--- src/rtl/apb_mem_ctrl.sv ---
// apb_mem_ctrl
//   APB slave that bridges single-word transfers onto a synchronous SRAM-style
//   memory port. Every transfer runs through a small FSM:
//     IDLE -> [WAIT] -> MEM -> [RD_CAP] -> RESP -> IDLE
//   Byte addresses whose two low bits are non-zero are answered in RESP with
//   pslverr=1 and never reach the memory.
//
// Parameters
//   DATA_W      APB / memory data width
//   ADDR_W      memory word-address width (2^ADDR_W words)
//   WAIT_CYCLES extra wait states before each memory access (0..15)
//
// Ports
//   clk, rst            clock, synchronous active-high reset
//   psel, penable       APB select / access-phase enable
//   pwrite, paddr       direction (1 = write), byte address
//   pwdata, prdata      write data in, read data out
//   pready, pslverr     registered completion pulse and error flag
//   mem_ce/wren/rden    one-cycle memory strobes, asserted only in MEM
//   mem_addr            memory word address (latched paddr[ADDR_W+1:2])
//   mem_wr_data         memory write data (latched pwdata)
//   mem_rd_data         memory read data, valid the cycle after a read strobe
module apb_mem_ctrl #(
  parameter int DATA_W      = 21,
  parameter int ADDR_W      = 8,
  parameter int WAIT_CYCLES = 0
) (
  input  logic              clk,
  input  logic              rst,
  input  logic              psel,
  input  logic              penable,
  input  logic              pwrite,
  input  logic [ADDR_W+1:0] paddr,
  input  logic [DATA_W-1:0] pwdata,
  output logic [DATA_W-1:0] prdata,
  output logic              pready,
  output logic              pslverr,
  output logic              mem_ce,
  output logic              mem_wren,
  output logic              mem_rden,
  output logic [ADDR_W-1:0] mem_addr,
  output logic [DATA_W-1:0] mem_wr_data,
  input  logic [DATA_W-1:0] mem_rd_data
);

  typedef enum logic [2:0] {
    ST_IDLE,
    ST_WAIT,
    ST_MEM,
    ST_RD_CAP,
    ST_RESP
  } state_t;

  // Counter is loaded with WAIT_CYCLES-1 so that WAIT lasts exactly
  // WAIT_CYCLES cycles; the load value is only used when WAIT_CYCLES > 0.
  localparam logic [3:0] WAIT_LOAD = (WAIT_CYCLES > 0) ? 4'(WAIT_CYCLES - 1) : 4'd0;

  state_t              state;
  logic [3:0]          wait_cnt;
  logic [ADDR_W+1:0]   addr_q;
  logic                write_q;
  logic [DATA_W-1:0]   wdata_q;

  function automatic logic misaligned(input logic [1:0] lsb);
    return lsb != 2'b00;
  endfunction

  // Address and write data come straight from the latch, so they are stable
  // from the moment the transfer is accepted until it completes.
  assign mem_addr    = addr_q[ADDR_W+1:2];
  assign mem_wr_data = wdata_q;

  // Latched request fields are pure data and are not reset.
  always_ff @(posedge clk) begin
    if (state == ST_IDLE && psel && !penable) begin
      addr_q  <= paddr;
      write_q <= pwrite;
      wdata_q <= pwdata;
    end
  end

  always_ff @(posedge clk) begin
    if (rst) begin
      state    <= ST_IDLE;
      wait_cnt <= 4'd0;
      pready   <= 1'b0;
      pslverr  <= 1'b0;
      prdata   <= '0;
      mem_ce   <= 1'b0;
      mem_wren <= 1'b0;
      mem_rden <= 1'b0;
    end else begin
      // Strobes and the response are single-cycle pulses.
      mem_ce   <= 1'b0;
      mem_wren <= 1'b0;
      mem_rden <= 1'b0;
      pready   <= 1'b0;
      pslverr  <= 1'b0;

      case (state)
        ST_IDLE: begin
          // Only a setup phase (penable low) starts a transfer.
          if (psel && !penable) begin
            if (WAIT_CYCLES > 0) begin
              state    <= ST_WAIT;
              wait_cnt <= WAIT_LOAD;
            end else if (misaligned(paddr[1:0])) begin
              state   <= ST_RESP;
              pready  <= 1'b1;
              pslverr <= 1'b1;
            end else begin
              state    <= ST_MEM;
              mem_ce   <= 1'b1;
              mem_wren <= pwrite;
              mem_rden <= !pwrite;
            end
          end
        end

        ST_WAIT: begin
          if (!psel) begin
            state    <= ST_IDLE;
            wait_cnt <= 4'd0;
          end else if (wait_cnt == 4'd0) begin
            if (misaligned(addr_q[1:0])) begin
              state   <= ST_RESP;
              pready  <= 1'b1;
              pslverr <= 1'b1;
            end else begin
              state    <= ST_MEM;
              mem_ce   <= 1'b1;
              mem_wren <= write_q;
              mem_rden <= !write_q;
            end
          end else begin
            wait_cnt <= wait_cnt - 4'd1;
          end
        end

        ST_MEM: begin
          // An abort here still leaves a write committed to memory.
          if (!psel) begin
            state <= ST_IDLE;
          end else if (write_q) begin
            state  <= ST_RESP;
            pready <= 1'b1;
          end else begin
            state <= ST_RD_CAP;
          end
        end

        ST_RD_CAP: begin
          if (!psel) begin
            state <= ST_IDLE;
          end else begin
            prdata <= mem_rd_data;
            state  <= ST_RESP;
            pready <= 1'b1;
          end
        end

        ST_RESP: begin
          state <= ST_IDLE;
        end

        default: begin
          state <= ST_IDLE;
        end
      endcase
    end
  end

endmodule

--- config.mk ---
export PLATFORM = sky130hd
export DESIGN_NAME = apb_mem_ctrl
export DESIGN_NICKNAME = d
export VERILOG_FILES = /design/src/rtl/apb_mem_ctrl.sv
export SDC_FILE = /design/constraint.sdc
export NUM_CORES = 1
export LEC_CHECK = 0
export ABC_CLOCK_PERIOD_IN_PS = 2300
export CAP_MARGIN = 20
export CORE_MARGIN = 3
export CORE_UTILIZATION = 37
export CTS_CLUSTER_SIZE = 20
export DETAILED_ROUTE_END_ITERATION = 10
export PLACE_DENSITY = 0.75
export SLEW_MARGIN = 20
export SYNTH_ARGS = -nofsm -noshare
export SYNTH_HDL_FRONTEND = slang
export SYNTH_SLANG_ARGS = --single-unit
--- constraint.sdc ---
create_clock -name clk -period 2.3 [get_ports clk]
set_input_delay 0.46 -clock clk [delete_from_list [all_inputs] [get_ports clk]]
set_output_delay 0.46 -clock clk [all_outputs]
set_load 0.005 [all_outputs]
==> impl_metrics.json, run 1 <==
{
  "clkTransAtPathRegs_ns": 0.07,
  "timing.final.crit_share_pct": 80.5,
  "cts_buffers": 9,
  "yosys_warnings": 0,
  "track_usage_pct": 15.1,
  "hp-class": "flop to flop",
  "regArea_um2": 1620,
  "avgRoutedWirePerCell_um": 14.4,
  "syn-num-nets": 266,
  "crit_path_start_kind": "input port",
  "worst_clock_skew_ns": 0.00634,
  "antenna_found_initial": 0,
  "synthFlopType": "dfxtp_1",
  "die_w_um": 86.2,
  "cts.path.max_buffers": 2,
  "yosys.area.top_type_share_pct": 40.4,
  "required_ns": 2.33,
  "synth_edf_count": 32,
  "p_per_area_nw_per_um2": 675,
  "die_height_um": 86.2,
  "drive_gt1_share_pct": 8.07,
  "portBuffers": 111,
  "total_power_mw": 2.54,
  "drc": 0,
  "routed_via_density": 4.76,
  "yosysSeqAreaShare_pct": 68.1,
  "core-area_um2": 6060,
  "synth.most_common_cell": "nand2_1",
  "period_minus_slack_ns": 1.85,
  "grt_pass1_wl_um": 8540,
  "ys_types": 39,
  "synth_seq_cells": 65,
  "avgSynthCellArea_um2": 11.4,
  "antenna_cells": 0,
  "vias": 1891,
  "rsz0062_at_grt": "false",
  "hold_violations": 0,
  "slew_viol_final": 0,
  "cts.sinks": 65,
  "p_leak_nw": 1.30,
  "rows": 28,
  "ir_worst_vdd_mv": 0.339,
  "syn_to_final_growth_pct": 58.1,
  "clock_latency_ns": 0.33,
  "die-area_um2": 7430,
  "first_global_vias": 1757,
  "overflow": 0,
  "crit_path_end_kind": "flop",
  "ctsHtreeMaxLevel": 3,
  "crit_fanout": 32,
  "cts-resized-gates": 0,
  "cap_violations": 0,
  "nFillCells": 469,
  "setup_viol": 0,
  "async_flop_share_pct": 0,
  "tritoncts": "built",
  "nets": 375,
  "yosys-top-cells-count": "45 x nand2_1, 33 x dfxtp_1, 32 x edfxtp_1",
  "hold_buffers": 0,
  "worstSetupPathType": "input port to flop",
  "status": "complete, no violations",
  "drt_iter0_drc": 47,
  "hpwl_um": 4160,
  "synth.area.top_cells": "edfxtp_1 40%, dfxtp_1 28%, nand2_1 7.1%",
  "worst_slew_margin_rel_pct": 64.8,
  "ant_nets": 0,
  "drt_pass1_iterations": 4,
  "fmax_mhz": 540,
  "cts_setup_buffers": 0,
  "crit_arrival_ns": 1.88,
  "finalSetupTns_ns": 0,
  "io_pins": 112,
  "syn_inst": 208,
  "start_util_pct": 39.3,
  "multi_input_area_um2": 621,
  "holdWs_ns": 0.455,
  "grt_max_degree": 33,
  "syn-cell-area_um2": 2380,
  "gp_congestion": 0.733,
  "worstMarginPinSlew_ns": 0.527,
  "synth_top_area_cell": "edfxtp_1",
  "wirelength_um": 5720,
  "cts_root_buffer": "clkbuf_8"
}
-- layer usage --
layer  GRT usage, %  wire length, µm  part of all wire (%)
met1           19.8             2490                    44
met2           22.6             2500                    44
met3           6.27              693                    12
met4           5.52               38                  0.66
met5              0                0                     0
-- layout make-up --
cell class                 count  share of cell area (%)
sequential                    65                    43.1
timing repair buffer         118                    31.3
multi-input combinational    117                    16.5
clock buffer                  11                    4.02
tap                           75                    2.49
clock inverter                 5                    2.06
inverter                       6                   0.598
-- state kept, by name (all words and copies together) (netlist names) --
register and cells:
addr_q 10, mem_ce 1, mem_rden 1, mem_wr_data 21, mem_wren 1, prdata 21
pready 1, pslverr 1, state 3, wait_cnt 4, write_q 1
-- cell families (layout without fill, tap and decap cells) --
kind of cell | after synthesis | in the layout | synth area share (%)
and+or+nand+nor | 74 | 74 | 15.2
adders and majority gates | 1 | 1 | 0.525
DFF | 65 | 65 | 68.1
buffers and inverters | 26 | 140 | 5.83
AOI/OAI and AO/OA | 42 | 42 | 10.3
-- critical path: stages --
cell and delay, ns:
clkdlybuf4s50_1 0.57, nor4b_1 0.40, and2_1 0.24, buf_12 0.20
-- through the flow --
step           setup WS [ns]  util, %  instances  area, µm²
2_1_floorplan         0.0830        -        208       2380
6_report               0.448     62.1        397       3760
3_5_place_dp           0.135     58.3        381       3530
5_1_grt                0.376     62.1        397       3760
4_1_cts                0.495     62.1        397       3760
3_3_place_gp           0.174     58.3        381       3530
-- placed cells by master, fill, tap and decap left out, types with 2 or more instances in the layout --
| cell type | count |
|---|---|
| buf_4 | 6 |
| a211oi_1 | 2 |
| clkbuf_8 | 11 |
| o211ai_1 | 2 |
| edfxtp_1 | 32 |
| nand3_1 | 4 |
| nor2_1 | 4 |
| dfxtp_1 | 33 |
| nor4b_1 | 2 |
| clkdlybuf4s50_1 | 111 |
| a21oi_1 | 27 |
| o21ai_0 | 3 |
| bufinv_16 | 2 |
| a31oi_1 | 3 |
| nor3_1 | 2 |
| nor3b_1 | 2 |
| nand2_1 | 45 |
| and2_1 | 2 |
| inv_1 | 6 |
-- worst paths after layout --
path / start / end / slack (ns) / depth (start not counted)
max reg2reg: wait_cnt[0]$_SDFFE_PP0P_ / state[1]$_SDFFE_PP0P_ / 0.63 / 5
min: prdata[11]$_SDFFE_PP0P_ / prdata[11]$_SDFFE_PP0P_ / 0.45 / 2
min reg2reg: prdata[11]$_SDFFE_PP0P_ / prdata[11]$_SDFFE_PP0P_ / 0.45 / 2
max: psel / mem_wr_data[2]$_DFFE_PP_ / 0.45 / 4
-- power breakdown --
part           leakage [nW]  switching (mW)  internal (mW)
Sequential            0.565          0.0106           1.25
Combinational         0.615          0.0612          0.138
Clock                 0.117           0.416          0.666
Note: power is estimated with default switching activity, not from simulation.
==> inputs of run 2 (changes only) <==
--- a/config.mk
+++ b/config.mk
@@ -5,7 +5,7 @@
 export SDC_FILE = /design/constraint.sdc
 export NUM_CORES = 1
 export LEC_CHECK = 0
-export ABC_CLOCK_PERIOD_IN_PS = 2300
+export ABC_CLOCK_PERIOD_IN_PS = 1590
 export CAP_MARGIN = 20
 export CORE_MARGIN = 3
 export CORE_UTILIZATION = 37
==> constraint.sdc (replaced) <==
create_clock -name clk -period 1.59 [get_ports clk]
set_input_delay 0.318 -clock clk [delete_from_list [all_inputs] [get_ports clk]]
set_output_delay 0.318 -clock clk [all_outputs]
set_load 0.005 [all_outputs]
==> impl_metrics.json, run 2 (synthesized netlist as in run 1, its figures left out) <==
{
  "p_leak_nw": 1.39,
  "dp_cells": 394,
  "worst_slew_margin_rel_pct": 76.9,
  "placed_area_um2": 3650,
  "required_ns": 1.63,
  "clkTransAtPathRegs_ns": 0.07,
  "crit_arrival_ns": 1.57,
  "regArea_um2": 1620,
  "first_global_vias": 1953,
  "grt_pass1_wl_um": 9870,
  "track_usage_pct": 17.2,
  "ctsHtreeMaxLevel": 3,
  "antenna_found_initial": 0,
  "multi_input_area_um2": 649,
  "drc": 0,
  "hp-class": "flop to flop",
  "cts_root_buffer": "clkbuf_8",
  "overflow": 0,
  "cts.path.max_buffers": 2,
  "final_util_pct": 64.6,
  "hpwl_um": 4690,
  "p_per_area_nw_per_um2": 966,
  "holdWs_ns": 0.454,
  "wirelength_um": 6270,
  "gp_congestion": 0.807,
  "die_height_um": 86.2,
  "total_power_mw": 3.78,
  "nFillCells": 497,
  "worst_slack_ns": 0.0538,
  "clock_latency_ns": 0.33,
  "grt_max_degree": 28,
  "portBuffers": 111,
  "die_w_um": 86.2,
  "period_minus_slack_ns": 1.54,
  "hold_buffers": 0,
  "timing.final.crit_share_pct": 96.6,
  "die-area_um2": 7430,
  "final_common_cell": "clkdlybuf4s50_1",
  "ir_worst_vdd_mv": 0.582,
  "cts-resized-gates": 2,
  "ant_nets": 0,
  "routed_via_density": 4.81,
  "core-area_um2": 6060,
  "cts_setup_buffers": 0,
  "final_cell_mix": "110 x clkdlybuf4s50_1, 45 x nand2_1, 32 x edfxtp_1, 31 x dfxtp_1, 27 x a21oi_1",
  "nets": 388,
  "cts_buffers": 9,
  "io_pins": 112,
  "rows": 28,
  "drive_gt1_share_pct": 13.1,
  "rsz0062_at_grt": "true",
  "crit_fanout": 21,
  "drt_iter0_drc": 75,
  "final_cells": 410,
  "cts.sinks": 65,
  "setup_viol": 0,
  "worstMarginPinSlew_ns": 0.346,
  "antenna_cells": 0,
  "dp_slack_ns": -0.378,
  "syn_to_final_growth_pct": 64.4,
  "fmax_mhz": 651,
  "vias": 1973,
  "avgRoutedWirePerCell_um": 15.3,
  "start_util_pct": 39.3,
  "fin_area_um2": 3910,
  "slew_viol_final": 0,
  "tritoncts": "built",
  "drt_pass1_iterations": 4,
  "hold_violations": 0,
  "cap_violations": 0,
  "status": "complete, no violations",
  "worstSetupPathType": "input port to flop",
  "crit_path_end_kind": "flop",
  "crit_path_start_kind": "input port",
  "worst_clock_skew_ns": 0.00717,
  "finalSetupTns_ns": 0
}
[run 2: worst paths after layout]
path,from,to,slack [ns],depth (start not counted)
worst max-delay path,psel,addr_q[7]$_DFFE_PP_,0.05,4
worst min-delay path,prdata[15]$_SDFFE_PP0P_,prdata[15]$_SDFFE_PP0P_,0.45,2
worst max register to register,wait_cnt[1]$_SDFFE_PP0P_,state[1]$_SDFFE_PP0P_,0.07,5
worst min register to register,prdata[15]$_SDFFE_PP0P_,prdata[15]$_SDFFE_PP0P_,0.45,2
[run 2: layout make-up]
class,count,area share (%)
multi-input cells,117,16.6
clock inverters,5,2.65
inverters,6,0.575
flip-flops and latches,65,41.5
repair buffers,131,32.9
clock buffers,11,3.36
well taps,75,2.40
[run 2: critical path, cell delays in order]
cell             delay, ns
clkdlybuf4s50_1       0.51
nor4b_2               0.33
and2_4                0.24
buf_12                0.16
[run 2: report_power, final]
group          switching (mW)  leakage, nW  internal [mW]
combinational          0.0968        0.706          0.213
sequential             0.0179        0.566           1.81
clock                   0.602        0.118           1.04
[run 2: metal layers]
metal  wire [µm]  global-route usage, %  up-vias
li1            -                      -      968
met1        2640                   20.6      906
met2        2960                   28.9       94
met3         637                   6.65        5
met4          28                   5.10        0
met5           0                      0        -
==> inputs of run 3 (changes only) <==
--- a/config.mk
+++ b/config.mk
@@ -5,13 +5,13 @@
 export SDC_FILE = /design/constraint.sdc
 export NUM_CORES = 1
 export LEC_CHECK = 0
-export ABC_CLOCK_PERIOD_IN_PS = 1590
+export ABC_CLOCK_PERIOD_IN_PS = 1700
 export CAP_MARGIN = 20
 export CORE_MARGIN = 3
-export CORE_UTILIZATION = 37
+export CORE_UTILIZATION = 40
 export CTS_CLUSTER_SIZE = 20
 export DETAILED_ROUTE_END_ITERATION = 10
-export PLACE_DENSITY = 0.75
+export PLACE_DENSITY = 0.77
 export SLEW_MARGIN = 20
 export SYNTH_ARGS = -nofsm -noshare
 export SYNTH_HDL_FRONTEND = slang
==> constraint.sdc (replaced) <==
create_clock -name clk -period 1.7 [get_ports clk]
set_input_delay 0.34 -clock clk [delete_from_list [all_inputs] [get_ports clk]]
set_output_delay 0.34 -clock clk [all_outputs]
set_load 0.005 [all_outputs]
==> impl_metrics.json, run 3 (synthesized netlist as in run 1, its figures left out) <==
{
  "period_minus_slack_ns": 1.58,
  "seq_power_share_pct": 55.5,
  "status": "complete, no violations",
  "wirelength_um": 5490,
  "track_usage_pct": 16.1,
  "r2r_start": "state[1]$_SDFFE_PP0P_",
  "swShare_pct": 20.1,
  "r2r_setup_slack_ns": 0.14,
  "worst_clock_skew_ns": 0.00420,
  "hpwl_um": 4210,
  "ir_worst_vdd_mv": 0.490,
  "setup_viol": 0,
  "overflow": 0,
  "slew_viol_final": 0,
  "worst_slack_ns": 0.122,
  "worstSetupPathType": "input port to flop",
  "drt_iter0_drc": 57,
  "syn_to_final_growth_pct": 59.7,
  "nets": 388,
  "fmax_mhz": 634,
  "crit_arrival_ns": 1.61,
  "first_global_vias": 1813,
  "ant_nets": 0,
  "worstMarginPinSlew_ns": 0.362,
  "final_cells": 407,
  "rows": 27,
  "p_per_area_nw_per_um2": 807,
  "p_clk_share_pct": 35.2,
  "cts_buffers": 9,
  "routed_via_density": 4.67,
  "cts.sinks": 65,
  "grt_max_degree": 22,
  "crit_path_start_kind": "input port",
  "hold_violations": 0,
  "ctsHtreeMaxLevel": 3,
  "hold_depth": 2,
  "rsz0062_at_grt": "false",
  "total_power_mw": 3.07,
  "crit_path_end_kind": "flop",
  "drt_pass1_iterations": 4,
  "required_ns": 1.73,
  "vias": 1900,
  "hp-class": "flop to flop",
  "r2r-end": "wait_cnt[2]$_SDFFE_PP0P_",
  "clkTransAtPathRegs_ns": 0.06,
  "hold_buffers": 0,
  "avgRoutedWirePerCell_um": 13.5,
  "cts.path.max_buffers": 2,
  "clock_latency_ns": 0.32,
  "die_w_um": 83.2,
  "gp_congestion": 0.771,
  "cts_setup_buffers": 0,
  "core-area_um2": 5640,
  "drc": 0,
  "drive_gt1_share_pct": 11.6,
  "dp_slack_ns": -0.196,
  "p_leak_nw": 1.33,
  "final_util_pct": 67.4,
  "io_pins": 112,
  "reg2reg_depth": 3,
  "cts_root_buffer": "clkbuf_8",
  "antenna_found_initial": 0,
  "die-area_um2": 6910,
  "worst_slew_margin_rel_pct": 75.8,
  "timing.final.crit_share_pct": 92.8,
  "final_cell_mix": "111 x clkdlybuf4s50_1, 45 x nand2_1, 33 x dfxtp_1, 32 x edfxtp_1, 27 x a21oi_1",
  "portBuffers": 111,
  "min_to": "prdata[8]$_SDFFE_PP0P_",
  "combPwrFrac_pct": 9.3,
  "antenna_cells": 0,
  "p_int_mw": 2.45,
  "die_height_um": 83.2,
  "start_util_pct": 42.2,
  "grt_pass1_wl_um": 8910,
  "dp_cells": 391,
  "cap_violations": 0,
  "crit_fanout": 18,
  "hp-start": "prdata[8]$_SDFFE_PP0P_",
  "cts-resized-gates": 0,
  "p_sw_mw": 0.616,
  "tritoncts": "built",
  "final_common_cell": "clkdlybuf4s50_1"
}
## run 3: through the flow
stage          hold slack, ns  cell area, µm²  setup TNS [ns]
6_report                0.451            3800               0
2_1_floorplan           0.439            2380               0
3_3_place_gp            0.440            3630           -7.43
4_1_cts                 0.454            3800               0
3_5_place_dp            0.444            3630           -6.51
5_1_grt                 0.479            3800               0
## run 3: final cells by class
class | count | area, µm²
Fill cell | 425 | 1840
Sequential cell | 65 | 1620
Timing Repair Buffer | 131 | 1270
Multi-Input combinational cell | 117 | 628
Clock buffer | 13 | 149
Tap cell | 72 | 90.1
Inverter | 6 | 22.5
Clock inverter | 3 | 17.5
## run 3: per-layer routing
layer | wire length (µm) | up-vias | global-route usage [%]
met3 | 526 | 6 | 6.25
met5 | 0 | - | 0
met4 | 47 | 0 | 5.79
met1 | 2490 | 828 | 20.2
met2 | 2420 | 98 | 25.4
li1 | - | 968 | -
## run 3: worst max-delay path: stages
cell and delay [ns]:
clkdlybuf4s50_1 0.52, nor4b_1 0.25, buf_4 0.16, and2_4 0.17, buf_12 0.16
## run 3: worst max-delay path by stage
stage / to / cells past startpoint / from
after CTS: state[1]$_SDFFE_PP0P_ / 5 / wait_cnt[1]$_SDFFE_PP0P_
final: mem_wr_data[9]$_DFFE_PP_ / 5 / psel
after global routing: mem_wr_data[4]$_DFFE_PP_ / 5 / psel
after global placement: mem_wr_data[16]$_DFFE_PP_ / 5 / psel
after detailed placement: mem_wr_data[16]$_DFFE_PP_ / 5 / psel
after floorplan: addr_q[0]$_DFFE_PP_ / 3 / state[1]$_SDFFE_PP0P_
## run 3: power by group through the flow
stage          Sequential (mW)  Combinational [mW]  Clock [mW]
2_1_floorplan             1.74              0.0649           0
6_report                  1.70               0.284        1.08
3_5_place_dp              1.74               0.286           0
5_1_grt                   1.71               0.303        1.20
4_1_cts                   1.70               0.287        1.12
3_3_place_gp              1.74               0.282           0
